<file path="src/rtl/gps_ack_scheduler_if.sv">
// Signal bundle between the acquisition scheduler and its capture unit,
// correlator and result consumer. The scheduler side uses the master modport.
interface gps_ack_scheduler_if #(
    parameter int CORR_W = 12
);
    logic                     start;
    logic                     abort;
    logic [31:0]              sat_mask;
    logic [CORR_W:0]          threshold;
    logic                     cap_start;
    logic                     cap_done;
    logic                     corr_start;
    logic [5:0]               corr_sat;
    logic [9:0]               corr_code_phase;
    logic [15:0]              corr_doppler;
    logic                     corr_done;
    logic signed [CORR_W-1:0] corr_i;
    logic signed [CORR_W-1:0] corr_q;
    logic                     res_valid;
    logic                     res_ready;
    logic [5:0]               res_sat;
    logic [9:0]               res_code_phase;
    logic [15:0]              res_doppler;
    logic [CORR_W:0]          res_peak;
    logic                     res_detected;
    logic                     busy;
    logic                     search_complete;

    modport master (
        input  start, abort, sat_mask, threshold, cap_done,
               corr_done, corr_i, corr_q, res_ready,
        output cap_start, corr_start, corr_sat, corr_code_phase, corr_doppler,
               res_valid, res_sat, res_code_phase, res_doppler, res_peak,
               res_detected, busy, search_complete
    );

    modport slave (
        output start, abort, sat_mask, threshold, cap_done,
               corr_done, corr_i, corr_q, res_ready,
        input  cap_start, corr_start, corr_sat, corr_code_phase, corr_doppler,
               res_valid, res_sat, res_code_phase, res_doppler, res_peak,
               res_detected, busy, search_complete
    );
endinterface

</file>
<file path="src/rtl/gps_ack_scheduler.sv">
// GPS acquisition search sequencer: one capture, then a satellite / Doppler /
// code-phase sweep of correlations, reporting the peak per satellite.
module gps_ack_scheduler #(
    parameter int                 CODE_PHASES  = 1023,
    parameter int                 DOPPLER_NUM  = 3,
    parameter logic signed [15:0] DOPPLER_INIT = -16'sd13,
    parameter logic signed [15:0] DOPPLER_STEP = 16'sd13,
    parameter int                 CORR_W       = 12
) (
    input  logic                 clk,
    input  logic                 rst,
    gps_ack_scheduler_if.master  bus
);
    localparam int MAG_W = CORR_W + 1;
    localparam int BIN_W = (DOPPLER_NUM > 1) ? $clog2(DOPPLER_NUM) : 1;

    typedef enum logic [3:0] {
        S_IDLE, S_CAPTURE, S_CAP_WAIT, S_SEL, S_ISSUE, S_WAIT, S_ACCUM, S_REPORT, S_DONE
    } state_t;

    state_t             state_q, state_d;
    logic [31:0]        mask_q, mask_d;
    logic [MAG_W-1:0]   thresh_q, thresh_d;
    logic [5:0]         sat_q, sat_d;
    logic [9:0]         phase_q, phase_d;
    logic [BIN_W-1:0]   bin_q, bin_d;
    logic [15:0]        dop_q, dop_d;
    logic [MAG_W-1:0]   mag_q, mag_d;
    logic [MAG_W-1:0]   peak_q, peak_d;
    logic [9:0]         res_phase_q, res_phase_d;
    logic [15:0]        res_dop_q, res_dop_d;
    logic [5:0]         res_sat_q, res_sat_d;
    logic               res_det_q, res_det_d;
    logic               cap_start_q, cap_start_d;
    logic               corr_start_q, corr_start_d;
    logic               res_valid_q, res_valid_d;
    logic               done_q, done_d;

    // Magnitude in one extra bit so |-2^(CORR_W-1)| and the 2^CORR_W sum fit.
    logic [MAG_W-1:0]   i_ext, q_ext, abs_i, abs_q, mag_in, peak_new;
    logic [4:0]         low_idx;
    logic               last_phase, last_bin, new_peak;

    assign i_ext  = {bus.corr_i[CORR_W-1], bus.corr_i};
    assign q_ext  = {bus.corr_q[CORR_W-1], bus.corr_q};
    assign abs_i  = i_ext[MAG_W-1] ? ((~i_ext) + MAG_W'(1)) : i_ext;
    assign abs_q  = q_ext[MAG_W-1] ? ((~q_ext) + MAG_W'(1)) : q_ext;
    assign mag_in = abs_i + abs_q;

    assign new_peak   = (mag_q > peak_q);
    assign peak_new   = new_peak ? mag_q : peak_q;
    assign last_phase = (phase_q == 10'(CODE_PHASES - 1));
    assign last_bin   = (bin_q == BIN_W'(DOPPLER_NUM - 1));

    always_comb begin
        low_idx = '0;
        for (int k = 31; k >= 0; k--) begin
            if (mask_q[k]) begin
                low_idx = 5'(k);
            end
        end
    end

    always_comb begin
        state_d      = state_q;
        mask_d       = mask_q;
        thresh_d     = thresh_q;
        sat_d        = sat_q;
        phase_d      = phase_q;
        bin_d        = bin_q;
        dop_d        = dop_q;
        mag_d        = mag_q;
        peak_d       = peak_q;
        res_phase_d  = res_phase_q;
        res_dop_d    = res_dop_q;
        res_sat_d    = res_sat_q;
        res_det_d    = res_det_q;
        cap_start_d  = 1'b0;
        corr_start_d = 1'b0;
        res_valid_d  = res_valid_q;
        done_d       = 1'b0;

        case (state_q)
            S_IDLE: begin
                res_valid_d = 1'b0;
                if (bus.start) begin
                    mask_d   = bus.sat_mask;
                    thresh_d = bus.threshold;
                    if (bus.sat_mask == 32'd0) begin
                        state_d = S_DONE;
                        done_d  = 1'b1;
                    end else begin
                        state_d     = S_CAPTURE;
                        cap_start_d = 1'b1;
                    end
                end
            end
            S_CAPTURE: state_d = S_CAP_WAIT;
            S_CAP_WAIT: begin
                if (bus.cap_done) begin
                    state_d = S_SEL;
                end
            end
            S_SEL: begin
                if (mask_q == 32'd0) begin
                    state_d = S_DONE;
                    done_d  = 1'b1;
                end else begin
                    sat_d           = {1'b0, low_idx} + 6'd1;
                    mask_d[low_idx] = 1'b0;
                    peak_d          = '0;
                    phase_d         = '0;
                    bin_d           = '0;
                    dop_d           = DOPPLER_INIT;
                    res_phase_d     = '0;
                    res_dop_d       = DOPPLER_INIT;
                    state_d         = S_ISSUE;
                    corr_start_d    = 1'b1;
                end
            end
            S_ISSUE: state_d = S_WAIT;
            S_WAIT: begin
                if (bus.corr_done) begin
                    mag_d   = mag_in;
                    state_d = S_ACCUM;
                end
            end
            S_ACCUM: begin
                peak_d = peak_new;
                if (new_peak) begin
                    res_phase_d = phase_q;
                    res_dop_d   = dop_q;
                end
                // The sweep pointer is left on the final point so corr_* hold during REPORT.
                if (last_phase && last_bin) begin
                    state_d     = S_REPORT;
                    res_valid_d = 1'b1;
                    res_sat_d   = sat_q;
                    res_det_d   = (peak_new >= thresh_q);
                end else begin
                    state_d      = S_ISSUE;
                    corr_start_d = 1'b1;
                    if (last_phase) begin
                        phase_d = '0;
                        bin_d   = bin_q + BIN_W'(1);
                        dop_d   = dop_q + DOPPLER_STEP;
                    end else begin
                        phase_d = phase_q + 10'd1;
                    end
                end
            end
            S_REPORT: begin
                if (res_valid_q && bus.res_ready) begin
                    res_valid_d = 1'b0;
                    state_d     = S_SEL;
                end
            end
            S_DONE:  state_d = S_IDLE;
            default: state_d = S_IDLE;
        endcase

        // Abort overrides every same-cycle handshake and suppresses all pulses.
        if (bus.abort && (state_q != S_IDLE)) begin
            state_d      = S_IDLE;
            res_valid_d  = 1'b0;
            cap_start_d  = 1'b0;
            corr_start_d = 1'b0;
            done_d       = 1'b0;
        end
    end

    always_ff @(posedge clk) begin
        if (rst) begin
            state_q      <= S_IDLE;
            mask_q       <= '0;
            thresh_q     <= '0;
            sat_q        <= '0;
            phase_q      <= '0;
            bin_q        <= '0;
            dop_q        <= '0;
            mag_q        <= '0;
            peak_q       <= '0;
            res_phase_q  <= '0;
            res_dop_q    <= '0;
            res_sat_q    <= '0;
            res_det_q    <= 1'b0;
            cap_start_q  <= 1'b0;
            corr_start_q <= 1'b0;
            res_valid_q  <= 1'b0;
            done_q       <= 1'b0;
        end else begin
            state_q      <= state_d;
            mask_q       <= mask_d;
            thresh_q     <= thresh_d;
            sat_q        <= sat_d;
            phase_q      <= phase_d;
            bin_q        <= bin_d;
            dop_q        <= dop_d;
            mag_q        <= mag_d;
            peak_q       <= peak_d;
            res_phase_q  <= res_phase_d;
            res_dop_q    <= res_dop_d;
            res_sat_q    <= res_sat_d;
            res_det_q    <= res_det_d;
            cap_start_q  <= cap_start_d;
            corr_start_q <= corr_start_d;
            res_valid_q  <= res_valid_d;
            done_q       <= done_d;
        end
    end

    assign bus.cap_start       = cap_start_q;
    assign bus.corr_start      = corr_start_q;
    assign bus.corr_sat        = sat_q;
    assign bus.corr_code_phase = phase_q;
    assign bus.corr_doppler    = dop_q;
    assign bus.res_valid       = res_valid_q;
    assign bus.res_sat         = res_sat_q;
    assign bus.res_code_phase  = res_phase_q;
    assign bus.res_doppler     = res_dop_q;
    assign bus.res_peak        = peak_q;
    assign bus.res_detected    = res_det_q;
    assign bus.search_complete = done_q;
    assign bus.busy            = (state_q != S_IDLE);
endmodule
</file>
<file path="src/flat_wrapper.sv">
// flat-port wrapper written by rule: the top's interface ports become plain ports
module gps_ack_scheduler_flat 
#(
    parameter int                 CODE_PHASES  = 1023,
    parameter int                 DOPPLER_NUM  = 3,
    parameter logic signed [15:0] DOPPLER_INIT = -16'sd13,
    parameter logic signed [15:0] DOPPLER_STEP = 16'sd13,
    parameter int                 CORR_W       = 12
)
  (clk, rst, bus_start, bus_abort, bus_sat_mask, bus_threshold, bus_cap_done, bus_corr_done, bus_corr_i, bus_corr_q, bus_res_ready, bus_cap_start, bus_corr_start, bus_corr_sat, bus_corr_code_phase, bus_corr_doppler, bus_res_valid, bus_res_sat, bus_res_code_phase, bus_res_doppler, bus_res_peak, bus_res_detected, bus_busy, bus_search_complete);
  gps_ack_scheduler_if #(.CORR_W(CORR_W)) bus_i ();
  input  logic clk;
  input  logic rst;
  input wire logic [$bits(bus_i.start)-1:0] bus_start;
  input wire logic [$bits(bus_i.abort)-1:0] bus_abort;
  input wire logic [$bits(bus_i.sat_mask)-1:0] bus_sat_mask;
  input wire logic [$bits(bus_i.threshold)-1:0] bus_threshold;
  input wire logic [$bits(bus_i.cap_done)-1:0] bus_cap_done;
  input wire logic [$bits(bus_i.corr_done)-1:0] bus_corr_done;
  input wire logic [$bits(bus_i.corr_i)-1:0] bus_corr_i;
  input wire logic [$bits(bus_i.corr_q)-1:0] bus_corr_q;
  input wire logic [$bits(bus_i.res_ready)-1:0] bus_res_ready;
  output wire logic [$bits(bus_i.cap_start)-1:0] bus_cap_start;
  output wire logic [$bits(bus_i.corr_start)-1:0] bus_corr_start;
  output wire logic [$bits(bus_i.corr_sat)-1:0] bus_corr_sat;
  output wire logic [$bits(bus_i.corr_code_phase)-1:0] bus_corr_code_phase;
  output wire logic [$bits(bus_i.corr_doppler)-1:0] bus_corr_doppler;
  output wire logic [$bits(bus_i.res_valid)-1:0] bus_res_valid;
  output wire logic [$bits(bus_i.res_sat)-1:0] bus_res_sat;
  output wire logic [$bits(bus_i.res_code_phase)-1:0] bus_res_code_phase;
  output wire logic [$bits(bus_i.res_doppler)-1:0] bus_res_doppler;
  output wire logic [$bits(bus_i.res_peak)-1:0] bus_res_peak;
  output wire logic [$bits(bus_i.res_detected)-1:0] bus_res_detected;
  output wire logic [$bits(bus_i.busy)-1:0] bus_busy;
  output wire logic [$bits(bus_i.search_complete)-1:0] bus_search_complete;
  assign bus_i.start = bus_start;
  assign bus_i.abort = bus_abort;
  assign bus_i.sat_mask = bus_sat_mask;
  assign bus_i.threshold = bus_threshold;
  assign bus_i.cap_done = bus_cap_done;
  assign bus_i.corr_done = bus_corr_done;
  assign bus_i.corr_i = bus_corr_i;
  assign bus_i.corr_q = bus_corr_q;
  assign bus_i.res_ready = bus_res_ready;
  assign bus_cap_start = bus_i.cap_start;
  assign bus_corr_start = bus_i.corr_start;
  assign bus_corr_sat = bus_i.corr_sat;
  assign bus_corr_code_phase = bus_i.corr_code_phase;
  assign bus_corr_doppler = bus_i.corr_doppler;
  assign bus_res_valid = bus_i.res_valid;
  assign bus_res_sat = bus_i.res_sat;
  assign bus_res_code_phase = bus_i.res_code_phase;
  assign bus_res_doppler = bus_i.res_doppler;
  assign bus_res_peak = bus_i.res_peak;
  assign bus_res_detected = bus_i.res_detected;
  assign bus_busy = bus_i.busy;
  assign bus_search_complete = bus_i.search_complete;
  gps_ack_scheduler #(.CODE_PHASES(CODE_PHASES), .DOPPLER_NUM(DOPPLER_NUM), .DOPPLER_INIT(DOPPLER_INIT), .DOPPLER_STEP(DOPPLER_STEP), .CORR_W(CORR_W)) u_core (.clk(clk), .rst(rst), .bus(bus_i));
endmodule
</file>
<file path="config.mk">
export PLATFORM = sky130hd
export DESIGN_NAME = gps_ack_scheduler_flat
export DESIGN_NICKNAME = d
export VERILOG_FILES = /design/src/rtl/gps_ack_scheduler_if.sv /design/src/rtl/gps_ack_scheduler.sv /design/src/flat_wrapper.sv
export SDC_FILE = /design/constraint.sdc
export NUM_CORES = 1
export LEC_CHECK = 0
export BUFFER_PORTS_ARGS = -buffer_cell sky130_fd_sc_hd__buf_2
export CAP_MARGIN = 10
export CORE_MARGIN = 2
export CORE_UTILIZATION = 52
export CTS_BUF_LIST = sky130_fd_sc_hd__clkbuf_8
export CTS_CLUSTER_SIZE = 25
export DETAILED_ROUTE_END_ITERATION = 12
export GPL_TIMING_DRIVEN = 0
export PLACE_DENSITY_LB_ADDON = 0.2
export SYNTH_ARGS = -nofsm -noshare
export SYNTH_HDL_FRONTEND = slang
export SYNTH_SLANG_ARGS = --single-unit
export TNS_END_PERCENT = 100
</file>
<file path="constraint.sdc">
create_clock -name clk -period 3.05 [get_ports clk]
set_input_delay 0.1525 -clock clk [delete_from_list [all_inputs] [get_ports clk]]
set_output_delay 0.1525 -clock clk [all_outputs]
set_load 0.02 [all_outputs]
</file>
==> impl_metrics.ini <==
[status]
status = finished, violations left
violations = negative setup slack

[worst_setup_path]
cp_slowest_cell = nor4_4
cp_max_fo = 10
critPathMaxStageDelay_ns = 0.40
end_kind = flop
worstRegToRegCells = 17
worstPathCellList = inv_2 -> ha_2 -> nand4_1 -> buf_4 -> nor4_4 -> buf_6 -> nor2_4 -> buf_8 -> o21ai_4 -> ha_4 -> a21o_1 -> a21oi_2 -> o221ai_2 -> a221oi_2 -> o21ai_1 -> nand2_1 -> a211oi_2
required_ns = 3.38
rrSetupSlack_ns = -0.36
r2r_end = u_core.bus.res_detected
r2r-start = u_core.bus.res_peak[8]
critPathKind = reg2reg
cp.arrival_ns = 3.74
worstSetupStartpointType = flop

[hold_path]
min_to = u_core.state_q[3]
hp-class = in2reg
min_from = bus_abort
hold_depth = 3

[detailed_routing]
ant_nets = 0
drt-initial-drc-count = 785
vias = 9310
routed_wl_um = 27500
drcViolationCount = 0
drt_pass1_iterations = 6
wl_per_cell_um = 18.2
viasPerCell = 6.16

[layout]
num-nets-final = 1408
ff_latch_area_um2 = 2950
final_common_cell = buf_2
final_cell_mix = 169 x buf_2, 137 x dfxtp_1, 110 x nand2_1
multi_input_area_um2 = 5190
finalCoreUtilization = 0.679
post-route-cell-area_um2 = 10700
n_antenna_cell = 0
syn2layout_area_growth_pct = 28.1
fillerInstances = 1343
drive_above_1_share = 0.225

[synth]
synth_top_area_share = 0.348
synth_warnings = 0
ys_top_cells_by_area = dfxtp_1 35%, ha_1 7.2%, a21oi_1 6.0%, nand2_1 4.9%, xnor2_1 3.1%
ys_types = 74
seq_area_frac_synth = 0.348
synth_cells = 1042
syn-cell-area_um2 = 8390
synth.largest_area_cell = dfxtp_1
syn-num-nets = 1167
synth_edf_count = 0
ys_seq_elements = 146
syn_area_per_cell_um2 = 8.05
synth_ff_type = dfxtp_1
ys_async_sr_fraction = 0

[clock_network]
clock_latency_ns = 0.47
cts-buffers-inserted = 17
path_clk_slew_ns = 0.09
clockBufferDepth = 2
cts-root-buf = clkbuf_8
cts_tree = yes
htree_num_levels = 4
clock_sinks = 146

[floorplanning]
die_h_um = 131
dieArea_um2 = 17200
initial_utilization = 0.530
die_w_um = 131
row_count = 46
core_area_um2 = 15800
ioPinCount = 159

[timing]
period_needed_ns = 3.41
worst_pin_slew_ns = 0.776
fmax_ghz = 0.293
grt_setup_unrepaired = true
finalCritPeriodShare = 1.12
setup_slack_ns = -0.358
finClkSkew_ns = 0.0174
slew_headroom = 0.482
drv_slew = 0
holdWs_ns = 0.150
setup_viol = 1
finalHoldViolCount = 0

[grt]
grt-ovfl-total = 0
antenna_found_initial = 0
grt_pass1_vias = 8527
grt_usage = 0.313
grt_max_degree = 17
grt_pass1_wl_um = 42100

[pwr]
intPower_mw = 3.34
p_switching_mw = 1.68
p_per_area_nw_per_um2 = 467
p_sw_frac = 0.335
leakage_nw = 4.31
seq_power_share = 0.419
ir_drop_mv = 0.315
p_clk_frac = 0.312
pwr-share-comb = 0.270

[placement]
place_hpwl_um = 19300
routabilityCongestion = 0.941
place_area_um2 = 9540
port_buffers = 157

[job]
maxCapViolations = 0
-- metrics by stage --
stage	worst slack, ns	std cells	TNS, ns	total power [mW]
after floorplan	-0.187	1042	-0.187	3.00
after global placement	-0.680	1415	-0.680	3.35
after detailed placement	-0.649	1415	-0.649	3.37
after CTS	-0.188	1503	-0.188	4.97
after global routing	-0.502	1511	-0.502	5.27
final	-0.358	1511	-0.358	5.02
-- kinds of logic after synthesis --
logic type               synth area share
AND/OR/NAND/NOR                     0.235
AO/OA/AOI/OAI                       0.228
flip-flops                          0.348
buffers and inverters              0.0585
XOR/XNOR                           0.0522
adder cells (fa/ha/maj)            0.0740
multiplexers                      0.00388
-- layer usage --
metal | vias up | global-route usage | wire length [um]
li1 | 4360 | - | -
met1 | 4389 | 0.405 | 11400
met2 | 456 | 0.517 | 12900
met3 | 105 | 0.0607 | 2100
met4 | 0 | 0.124 | 1130
met5 | - | 0 | 0
-- Yosys cell counts (all sizes together), types with 8 or more instances --
cell type and count:
nand3 41, o21ai 37, xnor2 30, ha 48, nand4 39, a21oi 103, nor3 35, clkbuf 55
nor2 65, buf 20, and3 11, or3 8, xor2 20, a311oi 14, nand2 111, o211ai 21
o311ai 29, a211oi 17, a32o 12, a21o 8, nor4 40, dfxtp 146, inv 50, o31ai 9
-- layout make-up --
cell class,instances,share of cell area
Buffer,74,0.0340
Clock buffer,18,0.0231
Clock inverter,13,0.0134
Inverter,50,0.0175
Multi-Input combinational cell,771,0.483
Sequential cell,146,0.274
Tap cell,216,0.0251
Timing Repair Buffer,223,0.130
-- power groups by stage --
stage	Combinational (mW)	Clock [mW]	Sequential (mW)
2_1_floorplan	0.860	0	2.14
3_3_place_gp	1.22	0	2.14
3_5_place_dp	1.23	0	2.14
4_1_cts	1.30	1.57	2.10
5_1_grt	1.50	1.66	2.11
6_report	1.35	1.57	2.10
-- registers in the layout (all words and copies together), names as in the netlist, 2 cells and up --
name / flops
u_core.bus.res_code_phase: 10
u_core.state_q: 4
u_core.thresh_q: 13
u_core.bin_q: 2
u_core.bus.corr_sat: 6
u_core.bus.corr_doppler: 16
u_core.bus.res_sat: 6
u_core.bus.corr_code_phase: 10
u_core.bus.res_peak: 13
u_core.bus.res_doppler: 16
u_core.mag_q: 13
u_core.mask_q: 32
-- what timing repair did --
| item | in CTS | in global routing |
|---|---|---|
| setup buffers | 11 | 8 |
| pin swaps | 21 | 21 |
| resized for setup | 31 | 22 |
| cloned | 2 | 0 |
| hold buffers | 45 | 0 |
| endpoints found under the hold margin | 45 | 0 |
| endpoints found under the setup margin | 1 | 1 |
-- how the worst max path moves through the flow --
stage,from,endpoint,slack (ns),cells past startpoint
floorplan,u_core.bus.res_peak[8],u_core.bus.res_detected,-0.19,17
global placement,u_core.mag_q[8],u_core.bus.res_detected,-0.68,15
detailed placement,u_core.mag_q[8],u_core.bus.res_detected,-0.65,14
CTS,u_core.bus.res_peak[10],u_core.bus.res_detected,-0.19,17
global route,u_core.bus.res_peak[8],u_core.bus.res_detected,-0.50,16
finish,u_core.bus.res_peak[8],u_core.bus.res_detected,-0.36,17
-- worst max-delay path, delay by kind of cell, from the launching register on --
kind / cells / cell delay (ns)
buf+inv: 4 / 0.59
simple gates: 4 / 0.72
flops: 1 / 0.36
compound gates: 7 / 1.05
fa+ha+maj: 2 / 0.54
No activity file was read; power rests on OpenSTA's default activity.
